`src/rtl/coll_pkg.sv`:
```
`default_nettype none
// ============================================================================
// Module : coll_pkg
// Types and default sizes shared by the collision pair scheduler.
// Rev    : 1.0
// ============================================================================
package coll_pkg;

  localparam int DEF_DATA_W  = 32;
  localparam int DEF_TIMEOUT = 31;
  localparam int OBJ_W       = 4 * DEF_DATA_W;

  typedef enum logic [2:0] {
    S_IDLE  = 3'd0,
    S_ISSUE = 3'd1,
    S_WAIT  = 3'd2,
    S_NEXT  = 3'd3,
    S_FIN   = 3'd4
  } sched_state_t;

  typedef struct packed {
    logic [DEF_DATA_W-1:0] x;
    logic [DEF_DATA_W-1:0] y;
    logic [DEF_DATA_W-1:0] vx;
    logic [DEF_DATA_W-1:0] vy;
  } obj_state_t;

endpackage
`default_nettype wire

```
`src/rtl/coll_obj_table.sv`:
```
`default_nettype none
// ============================================================================
// Module : coll_obj_table
// Object state register file: one write port, two combinational read ports.
// Rev    : 1.0
// ============================================================================
module coll_obj_table
  import coll_pkg::*;
#(
  parameter int N_OBJ = 8,
  parameter int IDX_W = 4
) (
  input  logic             clk_i,
  input  logic             rst_ni,
  input  logic             we_i,
  input  logic [IDX_W-1:0] wr_idx_i,
  input  logic [OBJ_W-1:0] wr_data_i,
  input  logic [IDX_W-1:0] rd_i_idx_i,
  input  logic [IDX_W-1:0] rd_j_idx_i,
  output logic [OBJ_W-1:0] rd_i_o,
  output logic [OBJ_W-1:0] rd_j_o
);

  obj_state_t mem_q [N_OBJ];

  // Indices at or beyond N_OBJ match no entry, so such writes fall away.
  always_ff @(posedge clk_i or negedge rst_ni) begin
    if (!rst_ni) begin
      for (int k = 0; k < N_OBJ; k++) mem_q[k] <= '0;
    end else if (we_i) begin
      for (int k = 0; k < N_OBJ; k++) begin
        if (wr_idx_i == IDX_W'(k)) mem_q[k] <= obj_state_t'(wr_data_i);
      end
    end
  end

  always_comb begin
    rd_i_o = '0;
    rd_j_o = '0;
    for (int k = 0; k < N_OBJ; k++) begin
      if (rd_i_idx_i == IDX_W'(k)) rd_i_o = mem_q[k];
      if (rd_j_idx_i == IDX_W'(k)) rd_j_o = mem_q[k];
    end
  end

endmodule
`default_nettype wire

```
`src/rtl/coll_pair_sched.sv`:
```
`default_nettype none
// ============================================================================
// Module : coll_pair_sched
// Walks every unordered object pair (i<j) through the collision detector.
// Rev    : 1.0
// ============================================================================
module coll_pair_sched
  import coll_pkg::*;
#(
  parameter int N_OBJ   = 8,
  parameter int IDX_W   = 4,
  parameter int DATA_W  = DEF_DATA_W,  // table storage is obj_state_t, keep equal to DEF_DATA_W
  parameter int TIMEOUT = DEF_TIMEOUT
) (
  input  logic              clk_i,
  input  logic              rst_ni,
  input  logic              wr_en_i,
  input  logic [IDX_W-1:0]  wr_idx_i,
  input  logic [DATA_W-1:0] wr_x_i,
  input  logic [DATA_W-1:0] wr_y_i,
  input  logic [DATA_W-1:0] wr_vx_i,
  input  logic [DATA_W-1:0] wr_vy_i,
  input  logic [DATA_W-1:0] r2_cfg_i,
  input  logic              start_i,
  output logic              busy_o,
  output logic              done_o,
  output logic              err_o,
  output logic              hit_valid_o,
  output logic [IDX_W-1:0]  hit_i_o,
  output logic [IDX_W-1:0]  hit_j_o,
  output logic [7:0]        hit_cnt_o,
  output logic [DATA_W-1:0] x1_o,
  output logic [DATA_W-1:0] y1_o,
  output logic [DATA_W-1:0] vx1_o,
  output logic [DATA_W-1:0] vy1_o,
  output logic [DATA_W-1:0] x2_o,
  output logic [DATA_W-1:0] y2_o,
  output logic [DATA_W-1:0] vx2_o,
  output logic [DATA_W-1:0] vy2_o,
  output logic [DATA_W-1:0] r2_o,
  output logic              in_rdy_o,
  input  logic              trial_i,
  input  logic              out_rdy_i
);

  localparam int               TMO_W   = (TIMEOUT < 1) ? 1 : $clog2(TIMEOUT + 1);
  localparam logic [TMO_W-1:0] TMO_MAX = TMO_W'(TIMEOUT);
  localparam logic [IDX_W-1:0] LAST_J  = IDX_W'(N_OBJ - 1);
  localparam logic [IDX_W-1:0] LAST_I  = IDX_W'(N_OBJ - 2);

  sched_state_t      state_q, state_d;
  logic [IDX_W-1:0]  i_q, j_q, hit_i_q, hit_j_q;
  logic [DATA_W-1:0] r2_q;
  logic [TMO_W-1:0]  tmo_q;
  logic              err_q, hit_valid_q;
  logic [7:0]        hit_cnt_q;
  obj_state_t        opi_q, opj_q;
  logic [OBJ_W-1:0]  rd_i, rd_j;
  logic              more_pairs;

  coll_obj_table #(.N_OBJ(N_OBJ), .IDX_W(IDX_W)) u_table (
    .clk_i      (clk_i),
    .rst_ni     (rst_ni),
    .we_i       (wr_en_i && (state_q == S_IDLE)),
    .wr_idx_i   (wr_idx_i),
    .wr_data_i  ({wr_x_i, wr_y_i, wr_vx_i, wr_vy_i}),
    .rd_i_idx_i (i_q),
    .rd_j_idx_i (j_q),
    .rd_i_o     (rd_i),
    .rd_j_o     (rd_j)
  );

  assign more_pairs = (j_q < LAST_J) || (i_q < LAST_I);

  always_ff @(posedge clk_i or negedge rst_ni) begin
    if (!rst_ni) state_q <= S_IDLE;
    else         state_q <= state_d;
  end

  always_comb begin
    state_d = state_q;
    case (state_q)
      S_IDLE:  if (start_i) state_d = S_ISSUE;
      S_ISSUE: state_d = S_WAIT;
      S_WAIT: begin
        if (out_rdy_i)              state_d = S_NEXT;
        else if (tmo_q == TMO_MAX)  state_d = S_FIN;
      end
      S_NEXT:  state_d = more_pairs ? S_ISSUE : S_FIN;
      S_FIN:   state_d = S_IDLE;
      default: state_d = S_IDLE;
    endcase
  end

  // in_rdy is a decode of the state register, so it is high exactly in WAIT.
  always_comb begin
    busy_o   = 1'b0;
    done_o   = 1'b0;
    in_rdy_o = 1'b0;
    case (state_q)
      S_ISSUE, S_NEXT: busy_o = 1'b1;
      S_WAIT: begin
        busy_o   = 1'b1;
        in_rdy_o = 1'b1;
      end
      S_FIN:   done_o = 1'b1;
      default: ;
    endcase
  end

  always_ff @(posedge clk_i or negedge rst_ni) begin
    if (!rst_ni) begin
      i_q         <= '0;
      j_q         <= '0;
      r2_q        <= '0;
      tmo_q       <= '0;
      err_q       <= 1'b0;
      hit_valid_q <= 1'b0;
      hit_i_q     <= '0;
      hit_j_q     <= '0;
      hit_cnt_q   <= '0;
      opi_q       <= '0;
      opj_q       <= '0;
    end else begin
      hit_valid_q <= 1'b0;
      case (state_q)
        S_IDLE: if (start_i) begin
          i_q       <= '0;
          j_q       <= IDX_W'(1);
          r2_q      <= r2_cfg_i;
          hit_cnt_q <= '0;
          err_q     <= 1'b0;
        end
        S_ISSUE: begin
          opi_q <= obj_state_t'(rd_i);
          opj_q <= obj_state_t'(rd_j);
          tmo_q <= '0;
        end
        S_WAIT: begin
          if (out_rdy_i) begin
            if (trial_i) begin
              hit_valid_q <= 1'b1;
              hit_i_q     <= i_q;
              hit_j_q     <= j_q;
              if (hit_cnt_q != 8'hFF) hit_cnt_q <= hit_cnt_q + 8'd1;
            end
          end else if (tmo_q == TMO_MAX) begin
            err_q <= 1'b1;
          end else begin
            tmo_q <= tmo_q + TMO_W'(1);
          end
        end
        S_NEXT: begin
          if (j_q < LAST_J) begin
            j_q <= j_q + IDX_W'(1);
          end else if (i_q < LAST_I) begin
            i_q <= i_q + IDX_W'(1);
            j_q <= i_q + IDX_W'(2);
          end
        end
        default: ;
      endcase
    end
  end

  assign err_o       = err_q;
  assign hit_valid_o = hit_valid_q;
  assign hit_i_o     = hit_i_q;
  assign hit_j_o     = hit_j_q;
  assign hit_cnt_o   = hit_cnt_q;
  assign x1_o        = opi_q.x;
  assign y1_o        = opi_q.y;
  assign vx1_o       = opi_q.vx;
  assign vy1_o       = opi_q.vy;
  assign x2_o        = opj_q.x;
  assign y2_o        = opj_q.y;
  assign vx2_o       = opj_q.vx;
  assign vy2_o       = opj_q.vy;
  assign r2_o        = r2_q;

endmodule
`default_nettype wire

```
`config.mk`:
```
export PLATFORM = sky130hd
export DESIGN_NAME = coll_pair_sched
export DESIGN_NICKNAME = d
export VERILOG_FILES = /design/src/rtl/coll_pkg.sv /design/src/rtl/coll_obj_table.sv /design/src/rtl/coll_pair_sched.sv
export SDC_FILE = /design/constraint.sdc
export NUM_CORES = 2
export LEC_CHECK = 0
export CAP_MARGIN = 40
export CORE_MARGIN = 3
export CORE_UTILIZATION = 54
export DETAILED_ROUTE_END_ITERATION = 10
export PLACE_DENSITY = 0.77
export SETUP_SLACK_MARGIN = 0.15
export SLEW_MARGIN = 20
export SYNTH_ARGS = -nofsm -noshare
export SYNTH_HDL_FRONTEND = slang
export SYNTH_SLANG_ARGS = --single-unit
```
`constraint.sdc`:
```
create_clock -name clk_i -period 2.3 [get_ports clk_i]
set_input_delay 0.69 -clock clk_i [delete_from_list [all_inputs] [get_ports clk_i]]
set_output_delay 0.69 -clock clk_i [all_outputs]
set_load 0.005 [all_outputs]
```
==> impl_metrics.env <==
export IMPL_status="complete, but fails checks"
export IMPL_violations="setup timing"
export IMPL_mostFrequentLayoutCells="dfrtp_1, mux2_2, buf_4"
export IMPL_mostFrequentLayoutCell="dfrtp_1"
export IMPL_first_pass_iters=8
export IMPL_p_leak_uw=0.0422
export IMPL_wl_met1_um=105000
export IMPL_synth_flop_cell="dfrtp_1"
export IMPL_cp_required_ns=3.02
export IMPL_drt_total_wl_um=309000
export IMPL_die_area_sq_um=135000
export IMPL_via_per_inst=7.63
export IMPL_wl_met3_um=44000
export IMPL_ys_top_cells_by_area="dfrtp_1, mux2_2, a221oi_1"
export IMPL_crit_chain="buf_4 -> buf_6 -> nor4b_4 -> buf_6 -> nand2b_4 -> buf_6 -> nor3_4 -> buf_6 -> buf_16 -> buf_12 -> mux2_2"
export IMPL_topRoutingLayerUsed="met5"
export IMPL_critPathArrivalTime_ns=3.44
export IMPL_worstReg2RegStart="state_q[2]"
export IMPL_gp_congestion=0.888
export IMPL_postLayoutSetupSlackWorst_ns=-0.421
export IMPL_die_height_um=367
export IMPL_coreArea_sq_um=128000
export IMPL_syn_instance_count=6256
export IMPL_rows=131
export IMPL_hold_violations=0
export IMPL_slew_headroom=0.509
export IMPL_fill_cells=7075
export IMPL_r2r_end="u_table.mem_q[295]"
export IMPL_grt_antenna_before_repair=13
export IMPL_clockBufferDepth=3
export IMPL_p_per_area_nw_per_um2=1410
export IMPL_final_setup_viol_count=1098
export IMPL_vias=68700
export IMPL_yosys_warnings=0
export IMPL_cts_tree="built"
export IMPL_nNetsFinal=7326
export IMPL_syn_area_per_cell_sq_um=11.2
export IMPL_worst_pin_slew_ns=0.735
export IMPL_peakVddDrop_mv=0.955
export IMPL_slew_violations=0
export IMPL_area_growth_pct=37.8
export IMPL_hp_class="primary input to flop"
export IMPL_grt_max_degree=106
export IMPL_drt_iter0_markers=12200
export IMPL_die_x_um=367
export IMPL_yosysTopAreaCellShare=0.479
export IMPL_h_tree_depth=4
export IMPL_critPathMaxStageDelay_ns=0.41
export IMPL_crit_type="flop to flop"
export IMPL_cts_clk_slew_worst_paths_ns=0.06
export IMPL_dpl_hpwl_um=157000
export IMPL_holdWs_ns=0.387
export IMPL_finalCriticalPeriod_ns=2.72
export IMPL_ff2ff_path_depth=11
export IMPL_fmax_mhz=368
export IMPL_power_total_uw=136000
export IMPL_clk_latency_ns=0.84
export IMPL_cpMostUsedCell="buf_6"
export IMPL_tritoncts_num_buffers=147
export IMPL_ys_ff_latch=1346
export IMPL_hold_depth=3
export IMPL_route_detailed_drc=0
export IMPL_async_flop_share=1.00
export IMPL_numPortBuffers=478
export IMPL_grt_pass1_vias=65700
export IMPL_r2r_slack_ns=-0.42
export IMPL_worst_path_max_delay_cell="dfrtp_1"
export IMPL_wl_per_cell_um=34.3
export IMPL_ios=479
export IMPL_hold_end="r2_o[2]"
export IMPL_drive_above_1_share=0.416
export IMPL_fin_crit_sh=1.18
export IMPL_grt_ovfl_total=0
export IMPL_syn_area_sq_um=70300
export IMPL_synth_fp_nets=6438
export IMPL_grt_pass1_wl_um=412000
export IMPL_ys_seq_area_frac=0.479
export IMPL_wl_met2_um=133000
export IMPL_skew_ns=0.0342
export IMPL_ant_nets=0
export IMPL_rsz0062_at_grt="true"
export IMPL_cp_max_fo=13
export IMPL_synth_edf_count=0
export IMPL_ys_types=55
export IMPL_drv_cap=0
export IMPL_cts_root_buf="clkbuf_16"
export IMPL_hold_path_startpoint="r2_cfg_i[2]"
export IMPL_yosys_area_top_type="dfrtp_1"
export IMPL_initial_core_util=0.548
export IMPL_grt_usage=0.395
export IMPL_critPathCaptureType="flop"
export IMPL_cp_start_kind="flop"
export IMPL_clock_sinks=1346
-- worst max path at each step --
stage	from	to	slack, ns	cells past startpoint
after global placement	wr_en_i	u_table.mem_q[966]	-0.74	8
after floorplan	j_q[1]	x2_o[11]	0.15	10
after global routing	state_q[2]	u_table.mem_q[295]	-0.46	11
after detailed placement	wr_en_i	u_table.mem_q[985]	-0.75	8
after CTS	state_q[0]	done_o	-0.36	5
final	state_q[2]	u_table.mem_q[295]	-0.42	11
-- per-layer routing --
| layer | vias to the layer above | global-route usage |
|---|---|---|
| met5 | - | 0 |
| met4 | 6 | 0.226 |
| met3 | 2113 | 0.120 |
| met2 | 6762 | 0.596 |
| met1 | 33900 | 0.506 |
| li1 | 25900 | - |
-- critical path: cells and delay by family (launching register included) --
kind | cells | cell delay (ns)
muxes | 1 | 0.40
DFF | 1 | 0.41
buffers and inverters | 7 | 1.17
and+or+nand+nor | 3 | 0.58
-- final cells by class --
cell class                 instances  area [sq um]  share of cell area
tap                             1729          2160              0.0223
inverter                         134           503             0.00519
clock inverter                    59           933             0.00964
antenna                           14          35.0            0.000362
multi-input combinational       4124         38900               0.401
sequential                      1346         33700               0.348
timing repair buffer            1391         16400               0.169
clock buffer                     206          4250              0.0439
-- logic make-up after synthesis --
kind of cell / Yosys count / synth area share
mux: 1032 / 0.172
flops: 1346 / 0.479
compound gates: 1824 / 0.203
xor+xnor: 2 / 0.000249
buf+inv: 788 / 0.0465
simple gates: 1252 / 0.0974
fa+ha+maj: 12 / 0.00214
-- synthesized netlist by cell type (133+ instances only) --
master    instances
dfrtp_1        1346
mux2_2          901
a221oi_1        508
clkbuf_1        471
nor2_1          272
nor2b_1         262
or3_1           259
o21ai_0         151
buf_2           149
nand2_1         139
inv_1           134
nand2b_1        133
-- power breakdown --
part	leakage, uW	internal [uW]	switching [uW]
clock	0.00254	14800	11000
combinational	0.0225	32700	29900
sequential	0.0171	34800	13200
total	0.0422	82300	54100
-- flip-flops by register name, indices dropped and copies added, names as in the netlist --
register	cells
vx2_o	32
tmo_q	5
vx1_o	32
i_q	4
state_q	3
x1_o	32
hit_j_o	4
hit_i_o	4
vy2_o	32
x2_o	32
err_o	1
y2_o	32
vy1_o	32
j_q	4
u_table.mem_q	1024
y1_o	32
hit_cnt_o	8
r2_o	32
hit_valid_o	1
-- per-stage QoR --
step	cells	util	worst slack, ns	cell area (sq um)	setup TNS [ns]
final	9003	0.755	-0.421	96900	-141.84
after global routing	8996	0.755	-0.462	96900	-183.97
after CTS	8863	0.715	-0.356	91800	-14.07
after detailed placement	8327	0.632	-0.752	81100	-547.01
after global placement	8327	0.632	-0.738	81100	-541.58
after floorplan	6256	-	0.150	70300	0
-- timing repair --
action,CTS,global route
endpoints found under the hold margin,19,0
pin swaps,169,158
endpoints found under the setup margin,1076,1241
cloned,56,49
hold buffers,1,0
resized for setup,1651,612
buffers inserted,214,77
Note: power is estimated with default switching activity, not from simulation.
